File: src/rtl/sop_pkg.sv
// Shared types for the sum-of-products scan engine.
//   NIn     : input-vector width the term struct is built for. The engine's N_IN parameter
//             must equal it, because the term fields are sized here.
//   term_t  : one product-term table entry {en, care, val}.
//   state_e : scan FSM states.
package sop_pkg;

  localparam int unsigned NIn = 7;

  typedef struct packed {
    logic           en;
    logic [NIn-1:0] care;  // 1 = bit must equal val, 0 = don't-care
    logic [NIn-1:0] val;
  } term_t;

  typedef enum logic [1:0] {
    StIdle,
    StScan,
    StDone
  } state_e;

endpackage

File: src/rtl/sop_term_match.sv
// Combinational compare of one product term against an input vector.
//   term_i  : table entry {en, care, val}
//   vec_i   : vector under test
//   match_o : 1 when the term is enabled and every cared-for bit agrees
module sop_term_match
  import sop_pkg::*;
(
  input  term_t          term_i,
  input  logic [NIn-1:0] vec_i,
  output logic           match_o
);

  always_comb begin
    match_o = term_i.en && (((vec_i ^ term_i.val) & term_i.care) == '0);
  end

endmodule

File: src/rtl/sop_scan_engine.sv
// Sequential sum-of-products evaluator. A request vector is tested against a writable
// table of product terms, one term per cycle in ascending order; the first matching term
// ends the scan.
//   clk, rst                      : clock (rising edge), asynchronous active-high reset
//   cfg_we/addr/care/val/en       : term-table write, accepted only while cfg_ready
//   cfg_ready                     : table writable (FSM idle)
//   in_valid/in_ready/in_vec/in_inv : request handshake; in_inv complements the result
//   out_valid/out_ready           : result handshake
//   out_value                     : out_hit XOR registered in_inv
//   out_hit/out_idx               : match found / index of first match (last index on miss)
//   busy                          : FSM not idle
module sop_scan_engine
  import sop_pkg::*;
#(
  parameter int unsigned N_IN    = NIn,
  parameter int unsigned N_TERMS = 48,
  localparam int unsigned AW     = (N_TERMS > 1) ? $clog2(N_TERMS) : 1
) (
  input  logic            clk,
  input  logic            rst,
  input  logic            cfg_we,
  input  logic [AW-1:0]   cfg_addr,
  input  logic [N_IN-1:0] cfg_care,
  input  logic [N_IN-1:0] cfg_val,
  input  logic            cfg_en,
  output logic            cfg_ready,
  input  logic            in_valid,
  output logic            in_ready,
  input  logic [N_IN-1:0] in_vec,
  input  logic            in_inv,
  output logic            out_valid,
  input  logic            out_ready,
  output logic            out_value,
  output logic            out_hit,
  output logic [AW-1:0]   out_idx,
  output logic            busy
);

  localparam logic [AW-1:0] LastIdx = AW'(N_TERMS - 1);

  state_e          state_q, state_d;
  logic [AW-1:0]   idx_q, idx_d;
  logic [N_IN-1:0] vec_q, vec_d;
  logic            inv_q, inv_d;
  logic            out_valid_q, out_valid_d;
  logic            out_hit_q, out_hit_d;
  logic [AW-1:0]   out_idx_q, out_idx_d;

  // Enables are reset; care/val are plain storage since a disabled entry never matches.
  logic [N_TERMS-1:0] en_q, en_d;
  logic [N_IN-1:0]    care_q [N_TERMS];
  logic [N_IN-1:0]    care_d [N_TERMS];
  logic [N_IN-1:0]    val_q  [N_TERMS];
  logic [N_IN-1:0]    val_d  [N_TERMS];

  logic  idle;
  logic  term_hit;
  term_t cur_term;

  assign idle      = (state_q == StIdle);
  assign in_ready  = idle;
  assign cfg_ready = idle;
  assign busy      = !idle;
  assign out_valid = out_valid_q;
  assign out_hit   = out_hit_q;
  assign out_idx   = out_idx_q;
  assign out_value = out_hit_q ^ inv_q;

  // Table write; addresses at or beyond N_TERMS decode to nothing and are dropped.
  always_comb begin
    en_d   = en_q;
    care_d = care_q;
    val_d  = val_q;
    if (cfg_we && idle) begin
      for (int i = 0; i < int'(N_TERMS); i++) begin
        if (cfg_addr == AW'(i)) begin
          en_d[i]   = cfg_en;
          care_d[i] = cfg_care;
          val_d[i]  = cfg_val;
        end
      end
    end
  end

  always_comb begin
    cur_term.en   = en_q[idx_q];
    cur_term.care = care_q[idx_q];
    cur_term.val  = val_q[idx_q];
  end

  sop_term_match u_term_match (
    .term_i  (cur_term),
    .vec_i   (vec_q),
    .match_o (term_hit)
  );

  always_comb begin
    state_d     = state_q;
    idx_d       = idx_q;
    vec_d       = vec_q;
    inv_d       = inv_q;
    out_valid_d = out_valid_q;
    out_hit_d   = out_hit_q;
    out_idx_d   = out_idx_q;
    unique case (state_q)
      StIdle: begin
        if (in_valid) begin
          vec_d   = in_vec;
          inv_d   = in_inv;
          idx_d   = '0;
          state_d = StScan;
        end
      end
      StScan: begin
        if (term_hit) begin
          state_d     = StDone;
          out_valid_d = 1'b1;
          out_hit_d   = 1'b1;
          out_idx_d   = idx_q;
        end else if (idx_q == LastIdx) begin
          state_d     = StDone;
          out_valid_d = 1'b1;
          out_hit_d   = 1'b0;
          out_idx_d   = LastIdx;
        end else begin
          idx_d = idx_q + 1'b1;
        end
      end
      StDone: begin
        if (out_ready) begin
          state_d     = StIdle;
          out_valid_d = 1'b0;
        end
      end
      default: state_d = StIdle;
    endcase
  end

  always_ff @(posedge clk or posedge rst) begin
    if (rst) begin
      state_q     <= StIdle;
      idx_q       <= '0;
      vec_q       <= '0;
      inv_q       <= 1'b0;
      out_valid_q <= 1'b0;
      out_hit_q   <= 1'b0;
      out_idx_q   <= '0;
      en_q        <= '0;
    end else begin
      state_q     <= state_d;
      idx_q       <= idx_d;
      vec_q       <= vec_d;
      inv_q       <= inv_d;
      out_valid_q <= out_valid_d;
      out_hit_q   <= out_hit_d;
      out_idx_q   <= out_idx_d;
      en_q        <= en_d;
    end
  end

  always_ff @(posedge clk) begin
    care_q <= care_d;
    val_q  <= val_d;
  end

endmodule

File: config.mk
export PLATFORM = sky130hd
export DESIGN_NAME = sop_scan_engine
export DESIGN_NICKNAME = d
export VERILOG_FILES = /design/src/rtl/sop_pkg.sv /design/src/rtl/sop_term_match.sv /design/src/rtl/sop_scan_engine.sv
export SDC_FILE = /design/constraint.sdc
export NUM_CORES = 1
export LEC_CHECK = 0
export CAP_MARGIN = 40
export CELL_PAD_IN_SITES_DETAIL_PLACEMENT = 1
export CELL_PAD_IN_SITES_GLOBAL_PLACEMENT = 2
export CORE_MARGIN = 10
export CORE_UTILIZATION = 40
export DETAILED_ROUTE_END_ITERATION = 16
export PLACE_DENSITY = 0.71
export SLEW_MARGIN = 20
export SYNTH_ARGS = -nofsm -noshare
export SYNTH_HDL_FRONTEND = slang
export SYNTH_SLANG_ARGS = --single-unit
File: constraint.sdc
create_clock -name clk -period 9.4 [get_ports clk]
set_input_delay 2.82 -clock clk [delete_from_list [all_inputs] [get_ports clk]]
set_output_delay 2.82 -clock clk [all_outputs]
set_load 0.005 [all_outputs]
* After elaboration in Yosys (flattened, before gate mapping)
Index checks and enable logic that the tools add are counted.
** Word-level totals
- Register bits after elaboration :: 744
- Bits of input ports :: 34
- Logic and storage cells :: 300
** Cells by class
- $add $sub $neg :: 1
- $lt $le $gt $ge :: 2
- Eq/ne operators :: 55
- Multiplexer cells :: 25
- Bitwise gates (word level) :: 4
- Reduce and logical (&&, ||, !) cells :: 62
** Operators by type and width (count)
- $eq 6x6->1 const B :: 17
- $reduce_and 2->1 :: 50
- $eq 6x5->1 const B :: 16
- $bmux 7 s6 :: 2
- $eq 6x4->1 const B :: 8
- $mux 6 :: 5
- $mux 7 :: 4
- $eq 6x3->1 const B :: 4
- $eq 6x2->1 const B :: 2
- $pmux 6 s2 :: 1
- $mux 2 :: 4
- $ne 2x2->1 const B :: 4
- $and 7x7->7 :: 1
- $ge 7x7->1 const B :: 1
- $logic_not 7->1 :: 1
- $lt 6x7->1 const B :: 1
- $not 6->7 :: 1
- $xor 7x7->7 :: 1
- $add 6x1->6 const B :: 1
- $bmux 1 s6 :: 1
- $eq 6x1->1 const B :: 1
- $logic_not 6->1 :: 1
- $mux 1 :: 6
- $pmux 2 s3 :: 1
- 11 further kinds :: 15

* Depth between registers and ports, before layout
Gate-level depths: netlist of the first run.
- Depth after elaboration :: 10
- Mapped depth :: 15
- Mapped depth without buffers :: 10

* Cells and area by module
From an unflattened synthesis of the first run, not the netlist that was laid out.
** Unflattened totals
- Cells, all modules :: 1322
- Area, all modules :: 28866.4 µm²
** By module, submodules not included
- sop_scan_engine :: times used 1, cells each 1310, area an instance 28766.3 µm²
- sop_term_match :: times used 1, cells each 12, area an instance 100.1 µm²

* Worst setup path after synthesis of the first run
Ideal clock, no wire load.
- Path kind :: input -> register
- Start point :: input cfg_we
- End point :: register en_q[11]
- Data arrival time :: 4637 ps
- Slack :: 4638 ps
- Stages :: 6
- Path buffers :: 2
- Path through :: nand2_1 > or3_1 > clkbuf_1 > clkbuf_1 > nor2_1 > mux2_2
** On the way
- Word-level cells in the longest chain between the ends :: 2
** RTL lines
- start, declared :: RTL line sop_scan_engine.sv:21 : input logic cfg_we,
- $logic_and 1x1->1 :: RTL line sop_scan_engine.sv:74 : if (cfg_we && idle) begin
- $reduce_and 2->1 (no source line)
- end signal, assigned :: RTL line sop_scan_engine.sv:157 : en_q <= en_d;
- end, declared :: RTL line sop_scan_engine.sv:50 : logic [N_TERMS-1:0] en_q, en_d;
No other way between the ends.
A chain may end at the register's enable or synchronous reset.

* Final worst setup path of the first run
- Start point :: register idx_q[1]
- End point :: register idx_q[4]
** On the way
- Word-level cells in the longest chain between the ends :: 10
** RTL lines
- start, declared :: RTL line sop_scan_engine.sv:42 : logic [AW-1:0] idx_q, idx_d;
- start signal, assigned :: RTL line sop_scan_engine.sv:151 : idx_q <= idx_d;
- $not 6->7 (implied by the code) :: RTL line sop_scan_engine.sv:87, sop_scan_engine.sv:88
- $bmux 7 s6 :: RTL line sop_scan_engine.sv:88 : cur_term.val = val_q[idx_q];
- $mux 7 (implied by the code) (2 in a row) :: RTL line sop_scan_engine.sv:88
- $xor 7x7->7 :: RTL line sop_term_match.sv:14 : match_o = term_i.en && (((vec_i ^ term_i.val) & term_i.care) == '0);
- $and 7x7->7 :: RTL line sop_term_match.sv:14
- $logic_not 7->1 :: RTL line sop_term_match.sv:14
- $logic_and 1x1->1 :: RTL line sop_term_match.sv:14
- $ne 2x2->1 (no source line)
- $reduce_and 4->1 (no source line)
Parallel ways exist; a longest one is shown, timed or not. The select of a mux whose other input is x is not followed.

==> metrics.md, run 1 <==
| Metric | Value |
|---|---|
| Site row count | `between 90 and 100` |
| Setup TNS | `0 ns` |
| Finished Cell Area | `around 0.034 sq mm` |
| Clock-pin slew on the worst setup and hold paths | `around 0.06 ns` |
| Overall die area | `roughly 0.085 sq mm` |
| Detailed Routing Iterations Pass 1 | `6` |
| Design Power | `0.00698 W` |
| Syn Nets | `around 1500` |
| Peak supply drop | `0.154 mV` |
| CP startpoint kind | `flip-flop` |
| Leakage power | `between 10 and 15 nW` |
| Most used DFF post-synth | `edfxtp_1` |
| Fin nets | `between 1500 and 2000` |
| Vias in the first global route | `~16000` |
| Max stage delay cell, worst path | `dfrtp_4` |
| Area growth from synthesis to layout | `16.6%` |
| Vias per inst | `a little under 6` |
| Post-CTS Hold Fix Bufs | `0` |
| Gr usage total | `about a fifth` |
| Io pins | `46` |
| Clock Path Buffers | `3` |
| DR iter-0 viols | `approximately 1800` |
| Die Width | `~290 um` |
| Cells after synthesis | `approximately 1500` |
| Layout fillers | `6699` |
| Initial Util | `about two fifths` |
| Critical path buffers and inverters | `2` |
| Clk_skew | `approximately 0.017 ns` |
| Most frequent cell after synthesis | `edfxtp_1` |
| DRC | `0` |
| Critical path class | `flip-flop to flip-flop` |
| Worst hold slack | `around 0.49 ns` |
| Slew Viols, Final | `0` |
| DP Wirelength | `~53000 um` |
| Gpl congestion | `roughly 0.9` |
| Max Fclk | `0.191 GHz` |
| Count of input and output buffers | `45` |
| RSZ-0062 raised after global routing | `no` |
| Drt total wl | `roughly 85000 um` |
| Crit path top cell by count | `buf_4` |
| Synth Cell Area | `just under 0.03 sq mm` |
| CP endpoint kind | `flip-flop` |
| Final setup fails | `0` |
| Post-CTS Setup Bufs | `0` |
| Hold Path Class | `flip-flop to flip-flop` |
| Mean area per synthesized cell | `19.7 sq um` |
| Yosys top cell by area | `edfxtp_1` |
| Rel. slew slack | `between 30 and 40%` |
| Arrival @ worst endpoint | `between 5 and 6 ns` |
| DP Area | `~0.031 sq mm` |
| Layout cells sized above 1 | `about 28%` |
| Resized Gates After CTS | `0` |
| Post-synth EDFFs | `672` |
| CTS sink count | `between 700 and 800` |
| Sequential fraction of the synthesis area | `74.6%` |
| First-pass GRT wire length | `121000 um` |
| Critical Path Fanout Max | `between 40 and 50` |
| CTS H-Tree Depth | `3` |
| Async set or reset register ratio after synthesis | `9.68%` |
| ANT nets after route | `0` |
| Crit path cell chain | `buf_4 -> nor2b_1 -> buf_4 -> a221oi_1 -> o21ai_0 -> a21oi_1 -> a221oi_2 -> xor2_1 -> o22ai_1 -> or4_1 -> and2_4 -> o32ai_1` |
| Final Hold Viols | `0` |
| Largest net degree at the start of global routing | `95` |
| Worst path required time | `9.91 ns` |
| Vias | `approximately 16000` |
| Outcome | `completed` |
| Register Area | `~0.022 sq mm` |
| CTS tree | `yes` |
| Max-cap viol count | `0` |
| Initial antenna violation count | `4` |
| Synth cell types | `between 60 and 70` |
| DIE HEIGHT | `between 200 and 300 um` |
| Per-cell routed wire length | `about 32 um` |
| Root buffer cell | `clkbuf_16` |
| Area of the multi-input gates | `slightly above 0.007 sq mm` |
| Crit path time final | `about 5.2 ns` |
| Core ar. | `0.0730 sq mm` |
| P per Cell Area | `203 mW/mm^2` |
| Clk_lat worst skew | `0.62 ns` |
| CP delay by family, top | `simple AND/OR/NAND/NOR gates` |
| Most common library cells after synthesis | `edfxtp_1, mux4_2, mux2i_1` |
| Synth top area cells | `edfxtp_1, mux4_2, dfrtp_1` |
| Total overflow reported by the global router | `0` |
| Synth top area share | `approximately 69%` |
| FF+latch count, synth | `744` |
| Num CTS Buffers | `79` |
| Synth warn | `0` |
| Slowest cell delay on critical path | `between 0.8 and 0.9 ns` |
| Final Cycle Share | `55.8%` |
| Worst Tran Pin Value | `about 0.94 ns` |
[worst reg2reg max path: cells and delay by family, from the launching register on]
kind	cells	cell delay (ns)
DFF	1	0.82
xor gates and xnor gates	1	0.25
buffers and inverters	2	1.01
and+or+nand+nor	3	1.83
AOI/OAI and AO/OA	6	1.20
[worst paths after layout]
| path | start | end | slack, ns | cells past startpoint |
|---|---|---|---|---|
| max in group asynchronous | rst | idx_q[2] | 5.59 | 3 |
| setup reg to reg | idx_q[1] | idx_q[4] | 4.16 | 12 |
| min in group asynchronous | rst | en_q[30] | 2.59 | 2 |
| setup / recovery | idx_q[1] | idx_q[4] | 4.16 | 12 |
| hold reg to reg | out_idx[1] | out_idx[1] | 0.49 | 1 |
| hold / removal | out_idx[1] | out_idx[1] | 0.49 | 1 |
[state kept, by name, indices dropped and copies added (netlist names)]
name and cells:
idx_q 6, val_q 336, out_hit 1, vec_q 7, inv_q 1, en_q 48
state_q 2, care_q 336, out_valid 1, out_idx 6
[power breakdown]
| group | leakage (nW) | internal, W | switching [W] |
|---|---|---|---|
| Combinational | 3.37 | 0.0000196 | 0.0000828 |
| Clock | 1.35 | 0.00198 | 0.00130 |
| Sequential | 7.01 | 0.00361 | 0 |
[cells in the final DEF (no fill, tap or decap), types with 10 or more instances in the layout]
master           count
nor2_1              54
buf_2               11
a22oi_1             24
o21ai_0             11
clkbuf_1            12
buf_6               19
nand2_1             64
a221oi_1            11
edfxtp_1           672
clkbuf_8            10
mux4_2             149
mux2i_1             88
dfrtp_1             68
mux2_2              63
buf_4               55
clkdlybuf4s50_1     33
nor2_2              25
nand3_1             25
nor2b_1             11
a21oi_1             19
clkinv_2            18
bufinv_16           11
clkbuf_16           82
clkinv_1            10
[metrics by stage]
step                cells  setup WS, ns  util (%)
floorplan            1492          4.64         -
global placement     2468          3.75      42.6
detailed placement   2483          3.91      43.0
CTS                  2630          4.18      46.7
global route         2650          3.85      47.1
finish               2651          4.16      47.1
[cell type report]
type	count	share of cell area [%]
Clock buffer	104	6.51
Antenna cell	1	0.00729
Multi-Input combinational cell	657	20.6
Sequential cell	744	64.1
Tap cell	959	3.50
Inverter	11	0.124
Clock inverter	43	1.47
Timing Repair Buffer	132	3.78
[logic make-up (layout without fill, tap and decap cells)]
kind of cell | count (synthesis) | count (layout) | share of synthesized area, %
flip-flops | 744 | 744 | 74.6
multiplexers | 301 | 301 | 16.8
AND/OR/NAND/NOR | 210 | 210 | 3.18
AO/OA/AOI/OAI | 138 | 138 | 3.48
buffers and inverters | 91 | 290 | 1.64
XOR/XNOR | 7 | 7 | 0.208
adder cells (fa/ha/maj) | 1 | 1 | 0.0425
other | 0 | 1 | 0
[metal layers]
metal | track usage [%] | part of all wire (%)
met1 | 27.3 | 42
met2 | 30.0 | 46
met3 | 4.98 | 8.7
met4 | 6.13 | 2.6
met5 | 0 | 0.013
Power figures use the tool's default switching activity.
==> run 2: changes to the inputs <==
==> constraint.sdc (replaced) <==
create_clock -name clk -period 5.3 [get_ports clk]
set_input_delay 1.59 -clock clk [delete_from_list [all_inputs] [get_ports clk]]
set_output_delay 1.59 -clock clk [all_outputs]
set_load 0.005 [all_outputs]
==> metrics.md, run 2 (synthesized netlist as in run 1, its figures left out) <==
| Metric | Value |
|---|---|
| Max stage delay cell, worst path | `dfrtp_4` |
| P_int | `0.00962 W (+72%)` |
| Largest net degree at the start of global routing | `50 (-47%)` |
| Part of the power in registers | `53.1% (+1.5 points)` |
| P per Cell Area | `350 mW/mm^2 (+72%)` |
| Core ar. | `0.0730 sq mm (unchanged)` |
| Max-cap viol count | `0 (unchanged)` |
| Vias | `15800 (+1.8%)` |
| Clk_lat worst skew | `0.63 ns (about the same)` |
| Met1 wire length | `36200 um (+0.91%)` |
| Drt total wl | `85600 um (+1.2%)` |
| Commonest cells after routing, fill and taps aside | `edfxtp_1, mux4_2, buf_4, mux2i_1, clkbuf_16` |
| Outcome | `completed` |
| CP startpoint kind | `flip-flop` |
| Area of the multi-input gates | `0.00705 sq mm (about the same)` |
| ANT nets after route | `0 (unchanged)` |
| Initial Util | `40.4% (unchanged)` |
| Clock share of power | `45.4% (-1.5 points)` |
| Clock Path Buffers | `3 (unchanged)` |
| Most common cell after layout, fill and taps aside | `edfxtp_1` |
| Die Width | `291 um (unchanged)` |
| Resized Gates After CTS | `0 (unchanged)` |
| Reg2Reg Setup Slack | `0.84 ns (-3.32 ns)` |
| Final Hold Viols | `0 (unchanged)` |
| Clk_skew | `0.0297 ns (+0.0124 ns)` |
| Register Area | `0.0220 sq mm (unchanged)` |
| Setup TNS | `0 ns (unchanged)` |
| Final Cycle Share | `84.2% (+28 points)` |
| Area growth from synthesis to layout | `16.8%` |
| Post-CTS Setup Bufs | `0 (unchanged)` |
| Slowest cell delay on critical path | `0.83 ns (about the same)` |
| Crit path top cell by count | `mux4_2` |
| Total overflow reported by the global router | `0 (unchanged)` |
| Worst Hold Path Cells | `1 (unchanged)` |
| Layout Utilization | `47.1% (+0.082 points)` |
| Slew Viols, Final | `0 (unchanged)` |
| Root buffer cell | `clkbuf_16` |
| DRC | `0 (unchanged)` |
| Overall die area | `0.0849 sq mm (unchanged)` |
| Num CTS Buffers | `79 (unchanged)` |
| Worst path required time | `5.83 ns (-4.08 ns)` |
| Layout fillers | `6673 (-0.39%)` |
| Gpl congestion | `0.868 (-3.0%)` |
| Per-cell routed wire length | `31.9 um (about the same)` |
| Vias per inst | `5.89 (+0.52%)` |
| Critical path buffers and inverters | `1 (-1)` |
| Site row count | `99 (unchanged)` |
| CTS sink count | `744 (unchanged)` |
| Vias in the first global route | `16400 (+2.8%)` |
| RSZ-0062 raised after global routing | `no` |
| Critical path class | `flip-flop to flip-flop` |
| Net Sw Frac | `20.0% (+0.29 points)` |
| Arrival @ worst endpoint | `4.99 ns (-0.76 ns)` |
| Hold Path Class | `flip-flop to flip-flop` |
| Max Fclk | `0.224 GHz (+17%)` |
| Layout cells sized above 1 | `28.8% (+0.66 points)` |
| Post-CTS Hold Fix Bufs | `0 (unchanged)` |
| DIE HEIGHT | `291 um (unchanged)` |
| Rel. slew slack | `44.6% (+8.9 points)` |
| Io pins | `46 (unchanged)` |
| Depth of the worst register-to-register path | `9 (-3)` |
| Routed wl met2 | `41300 um (+5.8%)` |
| Worst Tran Pin Value | `0.820 ns (-0.119 ns)` |
| Leakage power | `11.8 nW (+0.73%)` |
| Clock-pin slew on the worst setup and hold paths | `0.06 ns (about the same)` |
| DP Wirelength | `55700 um (+4.5%)` |
| CP endpoint kind | `flip-flop` |
| Fin nets | `1694 (+2.0%)` |
| Gr usage total | `20.0% (+0.32 points)` |
| Crit path time final | `4.46 ns (-0.780 ns)` |
| WP depth | `9 (-3)` |
| Met3 WL post-DR | `6030 um (-18%)` |
| Peak supply drop | `0.272 mV (+76%)` |
| Initial antenna violation count | `1 (-3)` |
| Top Metal Used | `met5` |
| Final setup fails | `0 (unchanged)` |
| Sw Pwr | `0.00241 W (+75%)` |
| CTS H-Tree Depth | `3 (unchanged)` |
| Crit path cell chain | `buf_12 -> mux4_2 -> mux4_2 -> a22oi_1 -> xor2_1 -> o22ai_1 -> or4_1 -> and2_4 -> a311oi_2` |
| Combinational share of power | `1.5% (about the same)` |
| Critical Path Fanout Max | `39 (-9.3%)` |
| CP delay by family, top | `multiplexers` |
| Count of input and output buffers | `45 (unchanged)` |
| First-pass GRT wire length | `123000 um (+1.7%)` |
| CTS tree | `yes` |
| Detailed Routing Iterations Pass 1 | `5 (-1)` |
| DR iter-0 viols | `1881 (+5.4%)` |
| Top flop regs | `care_q: 336 flops, val_q: 336 flops, en_q: 48 flops` |
## run 2: cell types whose count changed in the layout (fill, tap and decap cells not counted), moves of 2 or more
cell / delta
buf_16: -2
clkinv_1: -5
clkbuf_1: +17
buf_6: -19
buf_12: +12
buf_4: +45
bufinv_16: -5
clkbuf_8: -8
buf_2: +2
buf_8: -3
## run 2: power groups by stage
stage	sequential [W]	combinational (W)	clock, W
2_1_floorplan	0.00652	0.0000175	0
4_1_cts	0.00639	0.000177	0.00556
3_5_place_dp	0.00652	0.000177	0
3_3_place_gp	0.00652	0.000145	0
6_report	0.00639	0.000178	0.00546
5_1_grt	0.00639	0.000191	0.00582
## run 2: worst register-to-register path: stages, from the launching register on
cell and delay [ns]:
dfrtp_4 0.83, buf_12 0.37, mux4_2 0.59, mux4_2 0.55, a22oi_1 0.28, xor2_1 0.30
o22ai_1 0.12, or4_1 0.79, and2_4 0.28, a311oi_2 0.26
## run 2: layout make-up
cell class,instances,share of cell area [%]
Sequential cell,744,64.0
Multi-Input combinational cell,657,20.5
Clock buffer,113,6.36
Timing Repair Buffer,166,4.53
Tap cell,959,3.49
Clock inverter,34,1.02
Inverter,11,0.124
Antenna cell,1,0.00728
## run 2: metal layers
metal	vias up	track usage, %
li1	6449	-
met1	8588	27.6
met2	644	32.1
met3	125	3.39
met4	2	5.82
met5	-	0
## run 2: worst paths after layout
check,start,endpoint
setup / recovery,idx_q[0],idx_q[2]
hold / removal,out_idx[2],out_idx[2]
setup reg to reg,idx_q[0],idx_q[2]
hold reg to reg,out_idx[2],out_idx[2]
max in group asynchronous,rst,idx_q[2]
min in group asynchronous,rst,en_q[35]
## run 2: metrics by stage
step                cell area, sq um  instances  hold slack (ns)  setup slack (ns)  total power (W)
global placement               31500       2517            0.485             0.694          0.00666
global route                   34400       2684            0.504             0.608           0.0124
floorplan                      29500       1492            0.475              1.77          0.00654
finish                         34400       2685            0.491             0.839           0.0120
detailed placement             31800       2532            0.484             0.878          0.00669
CTS                            34300       2679            0.499             0.844           0.0121
